## src/rtl/run_detect_pkg.sv

```systemverilog
// Shared types for the multi-channel consecutive-ones run detector.
// Run states are derived from the per-channel run count; detection mode selects overlap behaviour.
package run_detect_pkg;

   typedef enum logic [1:0] {
      RUN_IDLE  = 2'd0,
      RUN_COUNT = 2'd1,
      RUN_HIT   = 2'd2
   } run_state_t;

   typedef enum logic {
      MODE_OVERLAP    = 1'b0,
      MODE_NONOVERLAP = 1'b1
   } detect_mode_t;

   // Encoding used for a run count that lies beyond RUN_LEN.
   localparam logic [1:0] RUN_STATE_INVALID = 2'd3;

endpackage

```

## src/rtl/run_detect_chan.sv

```systemverilog
// One detector channel: run counter, registered detection flag and saturating hit counter.
// The run state is decoded from the count each cycle rather than stored.
module run_detect_chan
   import run_detect_pkg::*;
#(
   parameter int unsigned RUN_LEN = 2,
   parameter int unsigned CNT_W   = 8
) (
   input  logic             clk,
   input  logic             rst_n,
   input  logic             en,
   input  logic             mode,
   input  logic             clr,
   input  logic             in,
   output logic             out,
   output logic [CNT_W-1:0] hit_cnt
);

   localparam int unsigned      R_W       = $clog2(RUN_LEN + 1);
   localparam logic [R_W-1:0]   RUN_LEN_V = R_W'(RUN_LEN);
   localparam logic [R_W-1:0]   ONE_V     = R_W'(1);
   localparam logic [R_W-1:0]   ZERO_V    = {R_W{1'b0}};
   localparam logic [CNT_W-1:0] CNT_MAX_V = {CNT_W{1'b1}};
   localparam logic [CNT_W-1:0] CNT_ONE_V = CNT_W'(1);

   logic [R_W-1:0]   r_r;
   logic [R_W-1:0]   rn_s;
   logic             out_r;
   logic             out_nx_s;
   logic             hit_s;
   logic [CNT_W-1:0] cnt_r;
   run_state_t       state_s;
   detect_mode_t     mode_s;

   assign mode_s = detect_mode_t'(mode);

   // Decode the run count into its state; counts above RUN_LEN map to the invalid encoding.
   always_comb begin
      state_s = RUN_IDLE;
      if (r_r == ZERO_V) begin
         state_s = RUN_IDLE;
      end else if (r_r < RUN_LEN_V) begin
         state_s = RUN_COUNT;
      end else if (r_r == RUN_LEN_V) begin
         state_s = RUN_HIT;
      end else begin
         state_s = run_state_t'(RUN_STATE_INVALID);
      end
   end

   // Next run count, next detection flag and hit event for the current input bit.
   always_comb begin
      rn_s     = ZERO_V;
      out_nx_s = 1'b0;
      hit_s    = 1'b0;
      if (in) begin
         case (state_s)
            RUN_IDLE, RUN_COUNT: rn_s = r_r + ONE_V;
            RUN_HIT: begin
               if (mode_s == MODE_NONOVERLAP) begin
                  rn_s = ONE_V;
               end else begin
                  rn_s = RUN_LEN_V;
               end
            end
            default: rn_s = ZERO_V;
         endcase
         out_nx_s = (rn_s == RUN_LEN_V);
         // In overlap mode a run stuck in HIT is counted only once, at entry.
         hit_s    = out_nx_s && ((state_s != RUN_HIT) || (mode_s == MODE_NONOVERLAP));
      end else begin
         rn_s = ZERO_V;
      end
   end

   // Run count, registered flag and saturating hit counter; clr outranks a hit.
   always_ff @(posedge clk or negedge rst_n) begin
      if (!rst_n) begin
         r_r   <= ZERO_V;
         out_r <= 1'b0;
         cnt_r <= {CNT_W{1'b0}};
      end else begin
         if (en) begin
            r_r   <= rn_s;
            out_r <= out_nx_s;
         end else begin
            out_r <= 1'b0;
         end
         if (clr) begin
            cnt_r <= {CNT_W{1'b0}};
         end else if (en && hit_s && (cnt_r != CNT_MAX_V)) begin
            cnt_r <= cnt_r + CNT_ONE_V;
         end
      end
   end

   assign out     = out_r;
   assign hit_cnt = cnt_r;

endmodule

```

## src/rtl/run_detect_fsm.sv

```systemverilog
// Multi-channel run detector: CHANNELS independent copies of run_detect_chan.
// Channel c owns in[c], out[c] and hit_cnt[c*CNT_W +: CNT_W].
module run_detect_fsm
   import run_detect_pkg::*;
#(
   parameter int unsigned CHANNELS = 4,
   parameter int unsigned RUN_LEN  = 2,
   parameter int unsigned CNT_W    = 8
) (
   input  logic                      clk,
   input  logic                      rst_n,
   input  logic                      en,
   input  logic                      mode,
   input  logic                      clr,
   input  logic [CHANNELS-1:0]       in,
   output logic [CHANNELS-1:0]       out,
   output logic [CHANNELS*CNT_W-1:0] hit_cnt
);

   for (genvar c = 0; c < CHANNELS; c++) begin : g_chan
      run_detect_chan #(
         .RUN_LEN (RUN_LEN),
         .CNT_W   (CNT_W)
      ) u_chan (
         .clk     (clk),
         .rst_n   (rst_n),
         .en      (en),
         .mode    (mode),
         .clr     (clr),
         .in      (in[c]),
         .out     (out[c]),
         .hit_cnt (hit_cnt[c*CNT_W +: CNT_W])
      );
   end

endmodule

```

## config.mk

```make
export PLATFORM = sky130hd
export DESIGN_NAME = run_detect_fsm
export DESIGN_NICKNAME = d
export VERILOG_FILES = /design/src/rtl/run_detect_pkg.sv /design/src/rtl/run_detect_chan.sv /design/src/rtl/run_detect_fsm.sv
export SDC_FILE = /design/constraint.sdc
export NUM_CORES = 1
export LEC_CHECK = 0
export CORE_MARGIN = 1.5
export CORE_UTILIZATION = 51
export DETAILED_ROUTE_END_ITERATION = 6
export GPL_ROUTABILITY_DRIVEN = 0
export PLACE_DENSITY = 0.79
export SYNTH_ARGS = -nofsm -noshare
export SYNTH_HDL_FRONTEND = slang
export SYNTH_SLANG_ARGS = --single-unit
```

## constraint.sdc

```tcl
create_clock -name clk -period 2.3 [get_ports clk]
set_clock_uncertainty 0.05 [all_clocks]
set_input_delay 0.345 -clock clk [delete_from_list [all_inputs] [get_ports clk]]
set_output_delay 0.345 -clock clk [all_outputs]
set_load 0.01 [all_outputs]
```

==> metrics.cfg, run 1 <==
[detailed_routing]
wl_per_cell_um = 14.50
vias = 1802
ant_nets = 0
dr.pass1.iters = 4
drc = 0
wirelength_um = 4539
drt_iter0_markers = 112
vias_per_cell = 5.757

[min_path]
hp-class = in2async

[logic_synthesis]
synth-main-ff-cell = dfrtp_1
synthCells = 216
synth_edf_count = 0
ys_seq_area_frac = 0.4881
synth_cell_types = 37
synth.area.top_cells = dfrtp_1 49%, mux2i_1 5.8%, xor2_1 5.0%
synth_top_cell_area_share = 0.4881
synth_fp_nets = 229
yosysTopAreaCell = dfrtp_1
yosys_register_bits = 44
ys_async_sr_fraction = 1.000
syn_area_sq_um = 2256
syn_avg_cell_area_sq_um = 10.44
ys_warn_count = 0

[power_and_ir_drop]
total_power_mw = 1.416
vdd_drop_max_v = 0.0003147
p_per_area_nw_per_um2 = 503.9
power.leakage_nw = 1.245

[final_layout]
fin_nets = 274
synthToLayoutAreaGrowth_pct = 24.57
layout.cells.non_filler = 313
post-route-cell-area_sq_um = 2810
final_common_cell = dfrtp_1
final_cell_mix = 44 x dfrtp_1, 43 x clkdlybuf4s50_1, 23 x nor2_1
drive_gt1_frac = 0.06130
n_antenna_cell = 0

[global_route]
antenna_found_initial = 0
grt_pass1_vias = 1722
grt_max_degree = 45
grt_pass1_wl_um = 7928
grt_util_met1 = 0.2711
grt.met3_usage = 0.06541
grt_overflow_total = 0
grt.total_usage = 0.2055
busiest_layer = met2
met2_usage = 0.3269

[outcome]
status = complete, no violations

[clock_network]
postCtsHoldBufs = 0
cts_resized = 0
cts_tree = built
cts_inserted_buffers = 5
postCtsSetupRepairBufs = 0
htreeDepth = 2
clk_latency_ns = 0.30
clockBufferDepth = 2
clk_pin_slew_ns = 0.08
clock_sinks = 44
cts-root-buf = clkbuf_8

[critical_path]
critical_path_required_ns = 1.90
critPathCaptureType = output pin
critPathTopFamily = buffers and inverters
path_cells = clkdlybuf4s50_1
worst-endpoint-arrival_ns = 1.37
critPathMaxStageDelay_ns = 0.59
crit_fanout = 8
crit_slowest_cell = clkdlybuf4s50_1
crit_path_start_kind = flip-flop
path_class = reg2out
path_buf_inv = 1

[die]
initial_utilization = 0.5253
ioPinCount = 45
dieWidth_um = 69.51
coreArea_sq_um = 4294
fp-row-count = 24
fp.dieH_um = 69.51
dieArea_sq_um = 4832

[timing]
drv_slew = 0
fmax_mhz = 565.1
period_share = 0.7695
setup_viol = 0
final-hold-violation-count = 0
slew-limit-headroom = 0.6348
min_period_ns = 1.770
tns_ns = 0
rsz0062_at_grt = false
tightestPinTransition_ns = 0.5479

[place]
dp_hpwl_um = 3241
port_buffers = 44
placedCellCount = 306
placed_area_sq_um = 2733

[flow_run]
maxCapViolCount = 0

registers in the layout, summed over array words and instances, names as in the netlist:
name                   flops
g_chan.u_chan.r_r          8
g_chan.u_chan.out          4
g_chan.u_chan.hit_cnt     32
cell type report:
| cell class | instances | area (sq um) |
|---|---|---|
| clock buffers | 6 | 72.57 |
| clock inverters | 1 | 5.005 |
| fillers | 340 | 1484 |
| inverters | 2 | 7.507 |
| multi-input cells | 159 | 1086 |
| flip-flops and latches | 44 | 1101 |
| well taps | 52 | 65.06 |
| repair buffers | 49 | 473.0 |
metrics by stage:
step | hold slack, ns | setup WS, ns | utilization
floorplan | -0.0005911 | 0.6198 | -
global placement | 0.4037 | 0.3024 | 0.6364
detailed placement | 0.4060 | 0.2249 | 0.6364
CTS | 0.08092 | 0.5280 | 0.6544
global route | 0.09886 | 0.3881 | 0.6544
finish | 0.05687 | 0.5303 | 0.6544
layer usage:
layer	vias to the layer above	part of all wire
met5	-	0
met4	0	0.011
met3	5	0.050
met2	48	0.48
met1	880	0.45
li1	869	-
path summary, 6_finish.rpt:
path,from,endpoint,slack (ns),depth (start not counted)
setup / recovery,g_chan[2].u_chan.hit_cnt[3]$_DFFE_PN0P_,hit_cnt[19],0.53,1
hold / removal,rst_n,g_chan[0].u_chan.hit_cnt[5]$_DFFE_PN0P_,0.06,2
setup reg to reg,g_chan[3].u_chan.hit_cnt[0]$_DFFE_PN0P_,g_chan[3].u_chan.hit_cnt[1]$_DFFE_PN0P_,0.54,5
hold reg to reg,g_chan[0].u_chan.r_r[0]$_DFFE_PN0P_,g_chan[0].u_chan.r_r[0]$_DFFE_PN0P_,0.47,1
max in group asynchronous,rst_n,g_chan[1].u_chan.hit_cnt[6]$_DFFE_PN0P_,1.76,2
min in group clk,g_chan[0].u_chan.r_r[0]$_DFFE_PN0P_,g_chan[0].u_chan.r_r[0]$_DFFE_PN0P_,0.47,1
synthesized netlist by cell type, drive strengths merged, types with 3 or more instances:
master and instances:
nand2 7, a21o 4, nand3 13, or4 3, mux2i 13, ha 4, clkbuf 5, nor2 23
and3 9, buf 6, o211ai 6, nand2b 6, or3 3, a21oi 10, xnor2 5, and4b 4
o21ai 6, nand4 7, xor2 13, and2 4, dfrtp 44, o31ai 3
kinds of logic after synthesis:
logic type      synth area share
buf+inv                  0.03051
xor+xnor                 0.06988
flops                     0.4881
mux                      0.05768
simple gates              0.2191
fa+ha+maj                0.02219
compound gates            0.1126
power breakdown:
group	internal [mW]	total (mW)	switching (mW)
registers	0.798	0.823	0.0250
clock network	0.207	0.458	0.251
logic	0.0678	0.136	0.0677
(Power assumes the default switching activity.)
==> run 2, diff against run 1 <==
CORE_UTILIZATION = 46   (was 51)
PLACE_DENSITY = 0.75   (was 0.79)
clock period = 1.6 ns   (was 2.3 ns; I/O delays follow)
==> metrics.cfg, run 2 (same netlist as run 1, synthesis figures left out) <==
[timing]
setup_ws_ns = 0.03581
holdWs_ns = 0.3872
period_share = 0.9776
final-hold-violation-count = 0
drv_slew = 0
slew-limit-headroom = 0.6783
setup_viol = 0
tightestPinTransition_ns = 0.4826
min_period_ns = 1.564
fmax_mhz = 639.3

[critical_path]
ff2ff_path_depth = 5
critPathMaxStageDelay_ns = 0.55
r2r_end = g_chan[0].u_chan.hit_cnt[5]$_DFFE_PN0P_
crit_slowest_cell = clkdlybuf4s50_1
path_class = reg2out
critical_path_required_ns = 1.31
reg2reg_from = g_chan[0].u_chan.hit_cnt[0]$_DFFE_PN0P_
critPathCaptureType = output pin
crit_path_start_kind = flip-flop
rrSetupSlack_ns = 0.07
crit_fanout = 6
critPathTopFamily = buffers and inverters
path_buf_inv = 1
path_cells = clkdlybuf4s50_1
worst-endpoint-arrival_ns = 1.27

[detailed_routing]
vias = 1963
dr.pass1.iters = 4
vias_per_cell = 5.349
ant_nets = 0
wirelength_um = 5256
drt_iter0_markers = 142
drc = 0
wl_per_cell_um = 14.32

[power_and_ir_drop]
swShare = 0.2429
vdd_drop_max_v = 0.0004026
p_sw_mw = 0.5036
p_seq_frac = 0.569
power_frac_clock = 0.317
power.leakage_nw = 1.581
p_per_area_nw_per_um2 = 648.2
comb_power_share = 0.114
intPower_mw = 1.569

[final_layout]
n_antenna_cell = 0
largest_reg_flops = 32
drive_gt1_frac = 0.2133
final_cell_mix = 41 x dfrtp_1, 41 x buf_4, 30 x clkdlybuf4s50_1, 23 x nor2_1
fin_nets = 313
synthToLayoutAreaGrowth_pct = 41.76

[clock_network]
cts_inserted_buffers = 5
clk_pin_slew_ns = 0.08
htreeDepth = 2
clockBufferDepth = 2
clk_latency_ns = 0.29
cts_tree = built
clock_sinks = 44
cts-root-buf = clkbuf_8

[place]
port_buffers = 44
dpl_worst_slack_ns = -0.2621
dp_hpwl_um = 3625

[global_route]
grt.total_usage = 0.2085
grt_overflow_total = 0
grt_pass1_wl_um = 8480
antenna_found_initial = 0
grt_max_degree = 32
grt_pass1_vias = 1845

[die]
coreArea_sq_um = 4723
fp-row-count = 25
dieWidth_um = 73.03
ioPinCount = 45
dieArea_sq_um = 5333
fp.dieH_um = 73.03
initial_utilization = 0.4776

[outcome]
status = complete, no violations

[min_path]
hp-class = in2async

[flow_run]
maxCapViolCount = 0

==> run 2: cell type report <==
cell class | count | area, sq um
clock buffers | 6 | 72.57
clock inverters | 1 | 5.005
fillers | 368 | 1525
inverters | 2 | 7.507
multi-input cells | 159 | 1125
flip-flops and latches | 44 | 1105
well taps | 67 | 83.83
repair buffers | 88 | 799.5
==> run 2: per-layer routing <==
layer  wire [um]  vias up  track usage
li1            -      951            -
met1        2384      952       0.2795
met2        2577       52       0.3283
met3         213        8      0.05110
met4          80        0      0.07547
met5           0        -            0
==> run 2: stage by stage <==
stage          instance area [sq um]  cells    TNS, ns  power, mW    util
3_5_place_dp                    2957    344     -3.716      1.434  0.6260
6_report                        3198    367          0      2.073  0.6771
4_1_cts                         3074    355          0      2.094  0.6509
3_3_place_gp                    2957    344     -3.246      1.428  0.6260
5_1_grt                         3198    367  -0.007484      2.174  0.6771
2_1_floorplan                   2263    216          0      1.312       -
==> run 2: worst register-to-register path, cell delays in order, from the launching register on <==
cell	delay, ns
dfrtp_1	0.43
ha_1	0.27
nand2_1	0.10
o211ai_1	0.10
or3_1	0.35
a21oi_1	0.15
==> run 2: repair_timing <==
item,CTS,global route
endpoints found under the hold margin,19,0
hold buffers,1,0
setup endpoints to repair,13,25
resized for setup,11,15
pin swaps,0,4
buffers inserted,3,12
==> run 2: power groups by stage <==
stage | Sequential (mW) | Combinational (mW) | Clock (mW)
after CTS | 1.18 | 0.233 | 0.681
after global routing | 1.18 | 0.265 | 0.726
after floorplan | 1.20 | 0.111 | 0
after global placement | 1.20 | 0.228 | 0
after detailed placement | 1.20 | 0.232 | 0
final | 1.18 | 0.237 | 0.657
==> run 2: how the worst max path moves through the flow <==
stage                                                    to  slack, ns  cells after the start                               startpoint
finish                                           hit_cnt[4]       0.04                      1  g_chan[0].u_chan.hit_cnt[4]$_DFFE_PN0P_
CTS                                             hit_cnt[17]      0.006                      2  g_chan[2].u_chan.hit_cnt[1]$_DFFE_PN0P_
detailed placement  g_chan[0].u_chan.hit_cnt[5]$_DFFE_PN0P_      -0.26                      5                                       en
global placement    g_chan[0].u_chan.hit_cnt[5]$_DFFE_PN0P_      -0.22                      5                                       en
floorplan           g_chan[2].u_chan.hit_cnt[5]$_DFFE_PN0P_      0.008                      5  g_chan[2].u_chan.hit_cnt[0]$_DFFE_PN0P_
global route        g_chan[0].u_chan.hit_cnt[5]$_DFFE_PN0P_     -0.007                      5  g_chan[0].u_chan.hit_cnt[0]$_DFFE_PN0P_
==> run 3, diff against run 2 <==
CORE_UTILIZATION = 51   (was 46)
PLACE_DENSITY = 0.79   (was 0.75)
clock period = 1.7 ns   (was 1.6 ns; I/O delays follow)
==> metrics.cfg, run 3 (same netlist as run 1, synthesis figures left out) <==
[power_and_ir_drop]
comb_power_share = 0.105
power.leakage_nw = 1.332
p_per_area_nw_per_um2 = 671.9
p_sw_mw = 0.4937
power_frac_clock = 0.343
intPower_mw = 1.520
swShare = 0.2452
vdd_drop_max_v = 0.0003951
total_power_mw = 2.013
p_seq_frac = 0.552

[final_layout]
synthToLayoutAreaGrowth_pct = 32.83
fillers = 328
final_cell_mix = 43 x dfrtp_1, 43 x clkdlybuf4s50_1, 23 x nor2_1, 21 x buf_4
largest_reg_flops = 32
drive_gt1_frac = 0.1321
seq_area_sq_um = 1102
multi_input_area_sq_um = 1101
n_antenna_cell = 0
fin_nets = 292
post-route-cell-area_sq_um = 2997

[global_route]
grt_pass1_vias = 1721
grt_max_degree = 25
antenna_found_initial = 0
grt_util_met1 = 0.2634
busiest_layer = met2
grt_overflow_total = 0
grt.total_usage = 0.2043
met2_usage = 0.3440
grt_pass1_wl_um = 7921
grt.met3_usage = 0.04360

[detailed_routing]
dr.pass1.iters = 4
ant_nets = 0
vias_per_cell = 5.554
wl_per_cell_um = 14.06
drc = 0
vias = 1844
drt_iter0_markers = 59
wirelength_um = 4667

[timing]
slew-limit-headroom = 0.6658
min_period_ns = 1.643
final-hold-violation-count = 0
drv_slew = 0
fmax_mhz = 608.5
tns_ns = 0
tightestPinTransition_ns = 0.5013
rsz0062_at_grt = false
setup_viol = 0
period_share = 0.9667
setup_ws_ns = 0.05664

[clock_network]
cts-root-buf = clkbuf_8
clk_pin_slew_ns = 0.08
cts_inserted_buffers = 5
clock_sinks = 44
clk_latency_ns = 0.30
clockBufferDepth = 2
cts_tree = built
htreeDepth = 2

[die]
fp-row-count = 24
dieWidth_um = 69.51
coreArea_sq_um = 4294
initial_utilization = 0.5253
fp.dieH_um = 69.51
dieArea_sq_um = 4832
ioPinCount = 45

[place]
dpl_worst_slack_ns = -0.1938
dp_hpwl_um = 3411
placed_area_sq_um = 2873
port_buffers = 44

[critical_path]
critical_path_required_ns = 1.39
critPathTopFamily = buffers and inverters
critPathCaptureType = output pin
path_buf_inv = 1
worst-endpoint-arrival_ns = 1.34
crit_slowest_cell = clkdlybuf4s50_1
critPathMaxStageDelay_ns = 0.58
path_class = reg2out
path_cells = clkdlybuf4s50_1
crit_path_start_kind = flip-flop
rrSetupSlack_ns = 0.11
crit_fanout = 7

[min_path]
hp-class = in2async

[flow_run]
maxCapViolCount = 0

[outcome]
status = complete, no violations

[run 3: area by class of cell]
class | count | share of cell area
sequential | 44 | 0.3679
multi-input combinational | 159 | 0.3674
timing repair buffer | 67 | 0.2079
clock buffer | 6 | 0.02756
tap | 52 | 0.02171
clock inverter | 2 | 0.005010
inverter | 2 | 0.002505
[run 3: repair_timing]
item | in CTS | in global routing
buffers inserted | 0 | 0
setup endpoints to repair | 0 | 4
hold buffers | 1 | 0
hold endpoints to repair | 20 | 0
resized for setup | 0 | 4
[run 3: per-layer routing]
metal / share of wire / vias up / routed length [um]
li1: - / 909 / -
met1: 0.45 / 890 / 2117
met2: 0.49 / 39 / 2282
met3: 0.043 / 6 / 201
met4: 0.014 / 0 / 65
met5: 0 / - / 0
[run 3: power by group through the flow]
stage	sequential (mW)	combinational [mW]	clock [mW]
after floorplan	1.13	0.104	0
after global placement	1.13	0.206	0
after detailed placement	1.13	0.212	0
after CTS	1.11	0.214	0.711
after global routing	1.12	0.234	0.752
final	1.11	0.211	0.690
[run 3: path summary, 6_finish.rpt]
check                           cells past startpoint                                     from                                       to
worst min-delay path                                2                                    rst_n  g_chan[0].u_chan.hit_cnt[0]$_DFFE_PN0P_
worst max register to register                      5  g_chan[2].u_chan.hit_cnt[1]$_DFFE_PN0P_  g_chan[2].u_chan.hit_cnt[5]$_DFFE_PN0P_
worst min register to register                      1      g_chan[0].u_chan.r_r[0]$_DFFE_PN0P_      g_chan[0].u_chan.r_r[0]$_DFFE_PN0P_
worst max-delay path                                1  g_chan[0].u_chan.hit_cnt[3]$_DFFE_PN0P_                               hit_cnt[3]
max in group asynchronous                           3                                    rst_n  g_chan[1].u_chan.hit_cnt[3]$_DFFE_PN0P_
min in group clk                                    1      g_chan[0].u_chan.r_r[0]$_DFFE_PN0P_      g_chan[0].u_chan.r_r[0]$_DFFE_PN0P_
[run 3: stage by stage]
step / hold slack [ns] / std cells / util
floorplan: -0.09059 / 216 / -
global placement: 0.2044 / 323 / 0.6690
detailed placement: 0.2039 / 323 / 0.6690
CTS: 0.4096 / 332 / 0.6941
global route: 0.4339 / 332 / 0.6978
finish: 0.3906 / 332 / 0.6978
